<file path="config.mk">
export PLATFORM = sky130hd
export DESIGN_NAME = bcd_word_adder
export DESIGN_NICKNAME = d
export VERILOG_FILES = /design/src/rtl/bcd_word_adder_pkg.sv /design/src/rtl/bcd_word_adder_adder.sv /design/src/rtl/bcd_word_adder.sv
export SDC_FILE = /design/constraint.sdc
export NUM_CORES = 1
export LEC_CHECK = 0
export ABC_CLOCK_PERIOD_IN_PS = 3200
export BUFFER_PORTS_ARGS = -buffer_cell sky130_fd_sc_hd__buf_2
export CORE_MARGIN = 1
export CORE_UTILIZATION = 49
export DETAILED_ROUTE_END_ITERATION = 7
export GPL_ROUTABILITY_DRIVEN = 0
export GPL_TIMING_DRIVEN = 0
export PLACE_DENSITY = 0.75
export SYNTH_ARGS = -nofsm -noshare
export SYNTH_HDL_FRONTEND = slang
export SYNTH_HIERARCHICAL = 1
export SYNTH_SLANG_ARGS = --single-unit
</file>
<file path="constraint.sdc">
create_clock -name clk -period 3.2 [get_ports clk]
set_input_delay 0.64 -clock clk [delete_from_list [all_inputs] [get_ports clk]]
set_output_delay 0.64 -clock clk [all_outputs]
set_load 0.05 [all_outputs]
</file>
<file path="src/rtl/bcd_word_adder_pkg.sv">
// Shared definitions for the sequential BCD word adder and its digit adder.
package bcd_word_adder_pkg;

  localparam int         BCD_W   = 4;
  localparam logic [3:0] BCD_MAX = 4'd9;

  typedef enum logic [1:0] {
    S_IDLE = 2'd0,
    S_ADD  = 2'd1,
    S_DONE = 2'd2
  } state_t;

endpackage

</file>
<file path="src/rtl/bcd_word_adder_adder.sv">
// Single-digit combinational BCD adder: in1 + in2 + cin, decimal-corrected.
// Operands are assumed to already be valid BCD digits (0..9).
module adder
  import bcd_word_adder_pkg::*;
(
  input  logic [BCD_W-1:0] in1,
  input  logic [BCD_W-1:0] in2,
  input  logic             cin,
  output logic [BCD_W-1:0] out,
  output logic             cout
);

  logic [BCD_W:0] raw;
  logic [BCD_W:0] adj;

  // Binary add, then add 6 when the digit overflows past 9 to wrap into BCD.
  always_comb begin
    raw  = {1'b0, in1} + {1'b0, in2} + {{BCD_W{1'b0}}, cin};
    adj  = raw;
    cout = 1'b0;
    if (raw > {1'b0, BCD_MAX}) begin
      adj  = raw + (BCD_W+1)'(6);
      cout = 1'b1;
    end
    out = adj[BCD_W-1:0];
  end

endmodule

</file>
<file path="src/rtl/bcd_word_adder.sv">
// Sequential multi-digit BCD adder: accepts a packed operand pair, ripples
// one digit per clock through a single shared digit adder, and presents the
// full-width sum through a valid/ready handshake. Non-BCD operands are
// rejected with err instead of being summed.
//
// state  | meaning
// -------+---------------------------------------------------------------
// S_IDLE | waiting for operands, in_ready=1
// S_ADD  | rippling digit idx through the digit adder, 0..DIGITS-1
// S_DONE | result (or error) presented, out_valid=1 until out_ready
module bcd_word_adder
  import bcd_word_adder_pkg::*;
#(
  parameter int DIGITS = 4
) (
  input  logic                  clk,
  input  logic                  rst_n,
  input  logic                  in_valid,
  output logic                  in_ready,
  input  logic [BCD_W*DIGITS-1:0] a,
  input  logic [BCD_W*DIGITS-1:0] b,
  input  logic                  cin,
  output logic                  out_valid,
  input  logic                  out_ready,
  output logic [BCD_W*DIGITS-1:0] sum,
  output logic                  cout,
  output logic                  err
);

  localparam int               IDX_W    = (DIGITS > 1) ? $clog2(DIGITS) : 1;
  localparam logic [IDX_W-1:0] IDX_LAST = IDX_W'(DIGITS - 1);

  state_t                    state;
  logic [BCD_W*DIGITS-1:0]   op_a;
  logic [BCD_W*DIGITS-1:0]   op_b;
  logic                      carry;
  logic [IDX_W-1:0]          idx;

  logic [DIGITS-1:0]         bad;
  logic                      bad_any;

  logic [BCD_W-1:0]          dig_a;
  logic [BCD_W-1:0]          dig_b;
  logic [BCD_W-1:0]          dig_sum;
  logic                      dig_cout;

  // Flag every digit position where either incoming operand holds a nibble above 9.
  for (genvar g = 0; g < DIGITS; g++) begin : g_chk
    assign bad[g] = (a[BCD_W*g +: BCD_W] > BCD_MAX) || (b[BCD_W*g +: BCD_W] > BCD_MAX);
  end
  assign bad_any = |bad;

  assign dig_a = op_a[BCD_W*idx +: BCD_W];
  assign dig_b = op_b[BCD_W*idx +: BCD_W];

  adder u_adder (
    .in1  (dig_a),
    .in2  (dig_b),
    .cin  (carry),
    .out  (dig_sum),
    .cout (dig_cout)
  );

  // Control FSM with registered handshake outputs and result registers.
  always_ff @(posedge clk or negedge rst_n) begin
    if (!rst_n) begin
      state     <= S_IDLE;
      in_ready  <= 1'b1;
      out_valid <= 1'b0;
      op_a      <= '0;
      op_b      <= '0;
      carry     <= 1'b0;
      idx       <= '0;
      sum       <= '0;
      cout      <= 1'b0;
      err       <= 1'b0;
    end else begin
      case (state)
        S_IDLE: begin
          if (in_valid && in_ready) begin
            in_ready <= 1'b0;
            sum      <= '0;
            cout     <= 1'b0;
            if (bad_any) begin
              state     <= S_DONE;
              out_valid <= 1'b1;
              err       <= 1'b1;
            end else begin
              state <= S_ADD;
              op_a  <= a;
              op_b  <= b;
              carry <= cin;
              idx   <= '0;
              err   <= 1'b0;
            end
          end
        end
        S_ADD: begin
          sum[BCD_W*idx +: BCD_W] <= dig_sum;
          carry                   <= dig_cout;
          if (idx == IDX_LAST) begin
            state     <= S_DONE;
            out_valid <= 1'b1;
            cout      <= dig_cout;
            err       <= 1'b0;
            idx       <= '0;
          end else begin
            idx <= idx + 1'b1;
          end
        end
        S_DONE: begin
          if (out_ready) begin
            state     <= S_IDLE;
            out_valid <= 1'b0;
            in_ready  <= 1'b1;
          end
        end
        default: begin
          state     <= S_IDLE;
          out_valid <= 1'b0;
          in_ready  <= 1'b1;
        end
      endcase
    end
  end

endmodule
</file>
==> results of run 1 <==
-- logic make-up after synthesis --
kind of cell / count (synthesis) / share of synthesized area, %
buf+inv: 13 / 2.659
simple gates: 28 / 6.400
flops: 57 / 51.42
fa+ha+maj: 11 / 5.498
compound gates: 51 / 13.56
xor+xnor: 2 / 0.6310
mux: 41 / 19.83
-- per-stage QoR --
| step | utilization (%) | hold WS (ps) | cell area, µm² | std cells |
|---|---|---|---|---|
| floorplan | - | 344.4 | 2826 | 203 |
| global placement | 58.41 | 467.1 | 3197 | 331 |
| detailed placement | 58.41 | 473.3 | 3197 | 331 |
| CTS | 63.81 | 488.3 | 3492 | 355 |
| global route | 64.49 | 395.8 | 3530 | 356 |
| finish | 64.49 | 333.1 | 3530 | 356 |
-- final cells by class --
cell class / instances / area [µm²]
clock inverters: 5 / 55.05
well taps: 72 / 90.09
repair buffers: 65 / 357.8
fillers: 428 / 1943
multi-input cells: 133 / 1364
clock buffers: 11 / 141.4
inverters: 7 / 26.28
flip-flops and latches: 57 / 1429
plain buffers: 6 / 66.31
-- per-layer routing --
layer | global-route usage [%] | up-vias | part of all wire [%]
met4 | 12.26 | 0 | 2.9
met1 | 30.84 | 1024 | 43
li1 | - | 934 | -
met3 | 4.762 | 18 | 4.2
met2 | 39.29 | 69 | 50
met5 | 0 | - | 0
-- cell usage after synthesis, types with 2 or more instances --
cell and n:
buf_6 3, o31ai_1 2, a22o_1 16, nand2_1 5
dfrtp_1 56, o21ai_0 9, a21oi_1 9, fa_1 2
nor2_1 8, inv_1 7, buf_2 2, mux4_2 8
ha_1 9, a31oi_1 2, mux2_2 25, xnor2_1 2
o2bb2ai_1 2, mux2_1 7, and4_1 4
-- cells in the final DEF, fill, tap and decap left out, types with 7 or more instances in the layout --
master     n
clkbuf_8  10
a22o_1    16
o21ai_0    9
mux2_1     7
mux4_2     8
a21oi_1    8
buf_2     56
ha_1       8
nor2_1     8
buf_4      8
dfrtp_1   55
mux2_2    25
-- flip-flops by register name (all words and copies together), names as in the netlist --
signal and count:
in_ready 1, carry 1, state 2, cout 1
idx 2, op_b 16, err 1, out_valid 1
sum 16, op_a 16
-- power breakdown --
group / total [mW] / internal, mW / leakage, nW / switching (mW)
sequential: 0.742 / 0.734 / 0.770 / 0.00800
clock: 0.676 / 0.378 / 0.0953 / 0.298
combinational: 0.143 / 0.0578 / 0.931 / 0.0849
total: 1.56 / 1.17 / 1.80 / 0.391
-- critical path: stages (launching register included) --
cell     delay, ps
dfrtp_2        390
buf_12         120
mux4_2         540
fa_2           400
fa_2           450
xnor2_4        180
ha_4           170
a31o_4         220
o31ai_4        260
buf_6          170
buf_6          100
and4_1         190
a21o_1          80
-- repair_timing --
action	4_1_cts	5_1_grt
endpoints found under the hold margin	0	0
resized for setup	9	4
setup endpoints to repair	14	14
pin swaps	4	10
setup buffers	8	1
-- final timing paths --
path	startpoint	end	slack [ps]	cells past startpoint
max	idx[0]$_DFFE_PN0P_	cout$_DFFE_PN0P_	-140	12
min	rst_n	sum[4]$_DFFE_PN0P_	330	1
max reg2reg	idx[0]$_DFFE_PN0P_	cout$_DFFE_PN0P_	-140	12
min reg2reg	cout$_DFFE_PN0P_	cout$_DFFE_PN0P_	480	1
max in group asynchronous	rst_n	idx[0]$_DFFE_PN0P_	2330	1
min in group clk	cout$_DFFE_PN0P_	cout$_DFFE_PN0P_	480	1
==> qor.txt, run 1 <==
Clock Root Buffer -> clkbuf_8
CP max FO -> 5
Highest clock rate -> 299.4 MHz
Status -> finished, violations left
Area growth syn-to-layout -> 27.13%
Share of layout cells above drive strength 1 -> 48.59%
CP endpoint kind -> register
Syn Area/Cell -> 13.68 µm²
Synth top area share -> 50.47%
Initial antenna violation count -> 0
Post-DRT Antenna Nets -> 0
Hold Violations, Final -> 0
Unrepaired setup endpoints after global routing -> yes
DIE WIDTH -> 77.28 µm
CP Class -> reg2reg
CP Data Required Time -> 3480 ps
Netlist cell types -> 44
Sequential area share after synthesis -> 51.42%
Port bufs -> 56
Die Area -> 0.005971 mm²
Ant. Diodes -> 0
Global-route wire length before repair -> 10,740 µm
Cells after synthesis -> 203
Net Count, Synth -> 251
Synth area leader -> dfrtp_1
VDD IR-drop max -> 0.3289 mV
Fin Setup TNS -> -1416 ps
Type of origin of the critical path -> register
Place WS -> -468.2 ps
Core ar. -> 0.005473 mm²
Slew Viols, Final -> 0
Ports -> 57
Initial DRC Count -> 101
Min-delay worst type -> in2async
H-Tree Depth -> 3
Ys Warns -> 6
Rows -> 27
Final WS setup -> -140.5 ps
CTS max path bufs -> 2
Vias in the first global route -> 2,147
Endpoints failing setup -> 14
Starting Density -> 50.73%
Leakage -> 1.796 nW
Arrival @ worst endpoint -> 3620 ps
Clock Skews -> 10.84 ps
Pwr Density -> 442.2 mW/mm²
Mapped Area -> 0.002776 mm²
Tmin final -> 3341 ps
Routed WL per cell -> 17.68 µm
Residual DRC count -> 0
Slew @ Worst Pin -> 712.8 ps
Hold buffer count at cts -> 0
Routed vias/inst -> 5.744
Total global routing overflow -> 0
Main synth FF type -> dfrtp_1
Async S/R FF share, synth -> 100.0%
Die H -> 77.28 µm
Top cells by area, synth -> dfrtp_1 (50%), mux2_2 (10%), mux4_2 (6.5%)
Clock latency on the worst-skew pair -> 340 ps
EDFF count, synth -> 0
DR vias -> 2,045
Largest net degree at the start of global routing -> 58
Slew HR -> 52.48%
Total global-route track usage -> 24.25%
Fin crit share -> 104.4%
Router iterations before antenna repair -> 4
Total power -> 1.561 mW
Failing checks -> negative setup slack
Clock sinks -> 57
Num CTS Buffers -> 9
Seq cells post-synth -> 57
CTS tree -> done
Max-cap violations -> 0
Post-Route WL -> 6295 µm
Post-DP HPWL -> 4362 µm
Clk slew on worst S/H paths -> 70 ps
Nets -> 327
No activity file was read; power rests on OpenSTA's default activity.
==> inputs of run 2 (changes only) <==
--- a/config.mk
+++ b/config.mk
@@ -6,7 +6,7 @@
 export NUM_CORES = 1
 export LEC_CHECK = 0
 export ABC_CLOCK_PERIOD_IN_PS = 3200
-export BUFFER_PORTS_ARGS = -buffer_cell sky130_fd_sc_hd__buf_2
+export BUFFER_PORTS_ARGS = -buffer_cell sky130_fd_sc_hd__clkbuf_2
 export CORE_MARGIN = 1
 export CORE_UTILIZATION = 49
 export DETAILED_ROUTE_END_ITERATION = 7
==> constraint.sdc (replaced) <==
create_clock -name clk -period 3.2 [get_ports clk]
set_input_delay 0.48 -clock clk [delete_from_list [all_inputs] [get_ports clk]]
set_output_delay 0.48 -clock clk [all_outputs]
set_load 0.05 [all_outputs]
==> qor.txt, run 2 (synthesis gave the netlist of run 1 again) <==
Total power -> 1.559 mW
Endpoints failing setup -> 12
Arrival @ worst endpoint -> 3560 ps
Die Area -> 0.005971 mm²
Total global routing overflow -> 0
Initial DRC Count -> 80
Final WS setup -> -88.22 ps
DIE WIDTH -> 77.28 µm
Post-Route WL -> 6059 µm
Final Non-Filler Cells -> 358
Crit path max-delay cell type -> mux4_2
Min-delay worst type -> in2async
Failing checks -> negative setup slack
Fin crit share -> 102.8%
Hold Violations, Final -> 0
Fin Setup TNS -> -798.8 ps
Max-cap violations -> 0
Status -> finished, violations left
Router iterations before antenna repair -> 5
Routed WL per cell -> 16.92 µm
Grt met3 use -> 5.952%
Type of origin of the critical path -> register
Leakage -> 1.815 nW
Post-DRT Antenna Nets -> 0
Place WS -> -458.9 ps
Core ar. -> 0.005473 mm²
Largest stage delay, worst path -> 530 ps
Ant. Diodes -> 0
Slew HR -> 60.25%
Placed cells -> 332
Hold WS -> 110.8 ps
Rows -> 27
Largest net degree at the start of global routing -> 37
Initial antenna violation count -> 0
Crit-path cells -> buf_12 > mux4_2 > fa_2 > fa_2 > xnor2_4 > ha_4 > a31o_4 > o31ai_4 > buf_6 > mux2i_4 > a22o_1
Busiest grt layer -> met2
Clock latency on the worst-skew pair -> 340 ps
Clock sinks -> 57
Slew Viols, Final -> 0
Cell Area, Placed -> 0.003217 mm²
CP dominant cell by count -> fa_2
CTS tree -> done
Most common cell after layout, fill and taps aside -> clkbuf_2
Most frequent cells in the layout -> clkbuf_2 (56), dfrtp_1 (55), mux2_2 (25), a22o_1 (16), clkbuf_8 (11)
Ports -> 57
Share of layout cells above drive strength 1 -> 48.95%
Global-route wire length before repair -> 10,070 µm
Starting Density -> 50.73%
Slew @ Worst Pin -> 590.8 ps
Clock Root Buffer -> clkbuf_8
Unrepaired setup endpoints after global routing -> yes
Routed vias/inst -> 5.561
Core Util, Final -> 65.23%
CP Class -> reg2reg
M2 GR Usage -> 35.04%
CP max FO -> 4
Final Cell Area -> 0.003570 mm²
Num CTS Buffers -> 9
Clk slew on worst S/H paths -> 70 ps
Port bufs -> 56
Tmin final -> 3288 ps
Clock Skews -> 12.70 ps
CP endpoint kind -> register
CTS max path bufs -> 2
VDD IR-drop max -> 0.2824 mV
Vias in the first global route -> 2,027
DR vias -> 1,991
Met1 Use GR -> 29.82%
Die H -> 77.28 µm
Highest clock rate -> 304.1 MHz
Top flop regs -> op_a x16, op_b x16, sum x16
Residual DRC count -> 0
H-Tree Depth -> 3
Total global-route track usage -> 22.60%
Hold buffer count at cts -> 0
Area growth syn-to-layout -> 28.57%
Nets -> 330
CP Data Required Time -> 3470 ps
Post-DP HPWL -> 4309 µm
Pwr Density -> 436.9 mW/mm²
[run 2: cell count changes in the layout (fill, tap and decap cells not counted)]
cell	change
clkbuf_8	+1
clkinvlp_4	-2
buf_12	+2
buf_6	-1
buf_4	+1
buf_2	-55
clkbuf_2	+56
[run 2: layout make-up]
type / count / area (µm²)
inverter: 7 / 26.28
multi-input combinational: 133 / 1364
timing repair buffer: 68 / 399.1
sequential: 57 / 1429
tap: 72 / 90.09
fill: 412 / 1903
clock inverter: 3 / 40.04
buffer: 6 / 66.31
clock buffer: 12 / 155.1
[run 2: worst max-delay path, delay by kind of cell, from the launching register on]
family / cells / cell delay [ps]
flip-flops: 1 / 390
AO/OA/AOI/OAI: 3 / 570
multiplexers: 2 / 820
XOR/XNOR: 1 / 190
adder cells (fa/ha/maj): 3 / 990
buffers and inverters: 2 / 280
[run 2: where the power goes]
part	total [mW]	internal, mW	switching, mW	leakage, nW
registers	0.742	0.734	0.00783	0.770
logic	0.146	0.0609	0.0854	0.943
clock network	0.672	0.395	0.276	0.102
[run 2: routing by layer]
layer  share of wire, %  routed length, µm  vias up
li1                   -                  -      931
met1                 45               2732     1008
met2                 50               3017       41
met3                3.1                190       11
met4                1.9                118        0
met5                  0                  0        -
[run 2: repair_timing]
action | CTS | global route
endpoints found under the setup margin | 14 | 14
resized for setup | 8 | 4
cloned | 0 | 0
buffers inserted | 8 | 3
pin swaps | 7 | 7
[run 2: worst paths after layout]
| kind | cells past startpoint | endpoint | slack [ps] | start |
|---|---|---|---|---|
| max in group asynchronous | 2 | in_ready$_DFFE_PN1P_ | 2430 | rst_n |
| min in group clk | 2 | op_a[4]$_DFFE_PN0P_ | 370 | a[4] |
| worst min-delay path | 1 | op_a[4]$_DFFE_PN0P_ | 110 | rst_n |
| worst max register to register | 11 | sum[2]$_DFFE_PN0P_ | -90 | idx[0]$_DFFE_PN0P_ |
| worst max-delay path | 11 | sum[2]$_DFFE_PN0P_ | -90 | idx[0]$_DFFE_PN0P_ |
| worst min register to register | 1 | op_a[7]$_DFFE_PN0P_ | 490 | op_a[7]$_DFFE_PN0P_ |
==> inputs of run 3 (changes only) <==
--- a/config.mk
+++ b/config.mk
@@ -7,6 +7,7 @@
 export LEC_CHECK = 0
 export ABC_CLOCK_PERIOD_IN_PS = 3200
 export BUFFER_PORTS_ARGS = -buffer_cell sky130_fd_sc_hd__clkbuf_2
+export CORE_ASPECT_RATIO = 1.4
 export CORE_MARGIN = 1
 export CORE_UTILIZATION = 49
 export DETAILED_ROUTE_END_ITERATION = 7
==> qor.txt, run 3 (synthesis gave the netlist of run 1 again) <==
Slew @ Worst Pin -> 698.0 ps
Clock Root Buffer -> clkbuf_8
Ant. Diodes -> 0
Initial antenna violation count -> 0
Die Area -> 0.005975 mm²
Hold buffer count at cts -> 0
Final Cell Area -> 0.003538 mm²
CP endpoint kind -> register
Total global routing overflow -> 0
Slew HR -> 53.47%
Post-Route WL -> 6048 µm
Hold Violations, Final -> 0
DR vias -> 2,009
DIE WIDTH -> 65.62 µm
Final WS setup -> -75.64 ps
Starting Density -> 50.62%
Status -> finished, violations left
CTS max path bufs -> 2
Max-cap violations -> 0
Core ar. -> 0.005485 mm²
CP Class -> reg2reg
Routed vias/inst -> 5.659
Fin Setup TNS -> -605.1 ps
Endpoints failing setup -> 11
Core Util, Final -> 64.51%
Unrepaired setup endpoints after global routing -> yes
Pwr Density -> 437.6 mW/mm²
Nets -> 330
Leakage -> 1.799 nW
Clock Skews -> 8.364 ps
Port bufs -> 56
Total global-route track usage -> 23.27%
Tmin final -> 3276 ps
Total power -> 1.549 mW
CTS tree -> done
Clk slew on worst S/H paths -> 60 ps
Share of layout cells above drive strength 1 -> 49.13%
Post-DP HPWL -> 4409 µm
Failing checks -> negative setup slack
Router iterations before antenna repair -> 4
Type of origin of the critical path -> register
Top flop regs -> op_a x16, op_b x16, sum x16
Ports -> 57
H-Tree Depth -> 3
Most frequent cells in the layout -> dfrtp_1 (55), clkbuf_2 (55), mux2_2 (25), a22o_1 (16), buf_4 (11)
Largest net degree at the start of global routing -> 58
Initial DRC Count -> 71
Post-DRT Antenna Nets -> 0
Area growth syn-to-layout -> 27.44%
Fin crit share -> 102.4%
Die H -> 91.07 µm
Cell Area, Placed -> 0.003192 mm²
Slew Viols, Final -> 0
Hold WS -> 185.8 ps
Highest clock rate -> 305.3 MHz
CP Data Required Time -> 3480 ps
Clock sinks -> 57
Clock latency on the worst-skew pair -> 350 ps
Arrival @ worst endpoint -> 3560 ps
Number of fill cells -> 428
Rows -> 32
Vias in the first global route -> 2,096
Routed WL per cell -> 17.04 µm
Min-delay worst type -> in2async
VDD IR-drop max -> 0.3643 mV
Global-route wire length before repair -> 9908 µm
Residual DRC count -> 0
CP max FO -> 4
Num CTS Buffers -> 9
-- run 3: routing by layer --
metal	track usage, %	wire length, µm
met3	6.030	216
met5	0	0
met1	24.43	2283
met2	40.72	3370
met4	13.22	178
-- run 3: power breakdown --
part / switching [mW] / leakage [nW] / internal [mW]
sequential: 0.00786 / 0.770 / 0.734
clock: 0.283 / 0.0953 / 0.377
combinational: 0.0854 / 0.934 / 0.0606
-- run 3: worst max-delay path: stages, from the launching register on --
cell and delay, ps:
dfrtp_2 390, buf_12 120, mux4_2 520, fa_2 390, fa_2 400, xnor2_4 190
ha_4 180, a31o_4 220, o31ai_4 280, mux2i_4 360, a22o_1 170
-- run 3: what timing repair did --
action / CTS / global route
setup endpoints to repair: 14 / 14
endpoints found under the hold margin: 0 / 0
setup buffers: 9 / 3
pin swaps: 6 / 3
resized for setup: 11 / 2
cloned: 0 / 0
-- run 3: layout make-up --
class / instances / area, µm² / area share [%]
clock buffer: 11 / 141.4 / 3.996
sequential: 57 / 1429 / 40.38
buffer: 6 / 66.31 / 1.874
tap: 68 / 85.08 / 2.405
inverter: 7 / 28.78 / 0.8133
timing repair buffer: 68 / 380.4 / 10.75
multi-input combinational: 133 / 1353 / 38.23
clock inverter: 5 / 55.05 / 1.556
-- run 3: metrics by stage --
step | instances | setup slack [ps]
after global placement | 327 | -349.2
after detailed placement | 327 | -416.6
final | 355 | -75.64
after CTS | 352 | -115.2
after floorplan | 203 | -51.69
after global routing | 355 | -167.0
-- run 3: final timing paths --
path | from | to | slack, ps | cells after the start
setup / recovery | idx[0]$_DFFE_PN0P_ | sum[6]$_DFFE_PN0P_ | -80 | 10
hold / removal | rst_n | sum[4]$_DFFE_PN0P_ | 190 | 1
setup reg to reg | idx[0]$_DFFE_PN0P_ | sum[6]$_DFFE_PN0P_ | -80 | 10
hold reg to reg | op_b[14]$_DFFE_PN0P_ | op_b[14]$_DFFE_PN0P_ | 490 | 1
max in group asynchronous | rst_n | idx[0]$_DFFE_PN0P_ | 2520 | 1
min in group clk | b[0] | op_b[0]$_DFFE_PN0P_ | 350 | 2
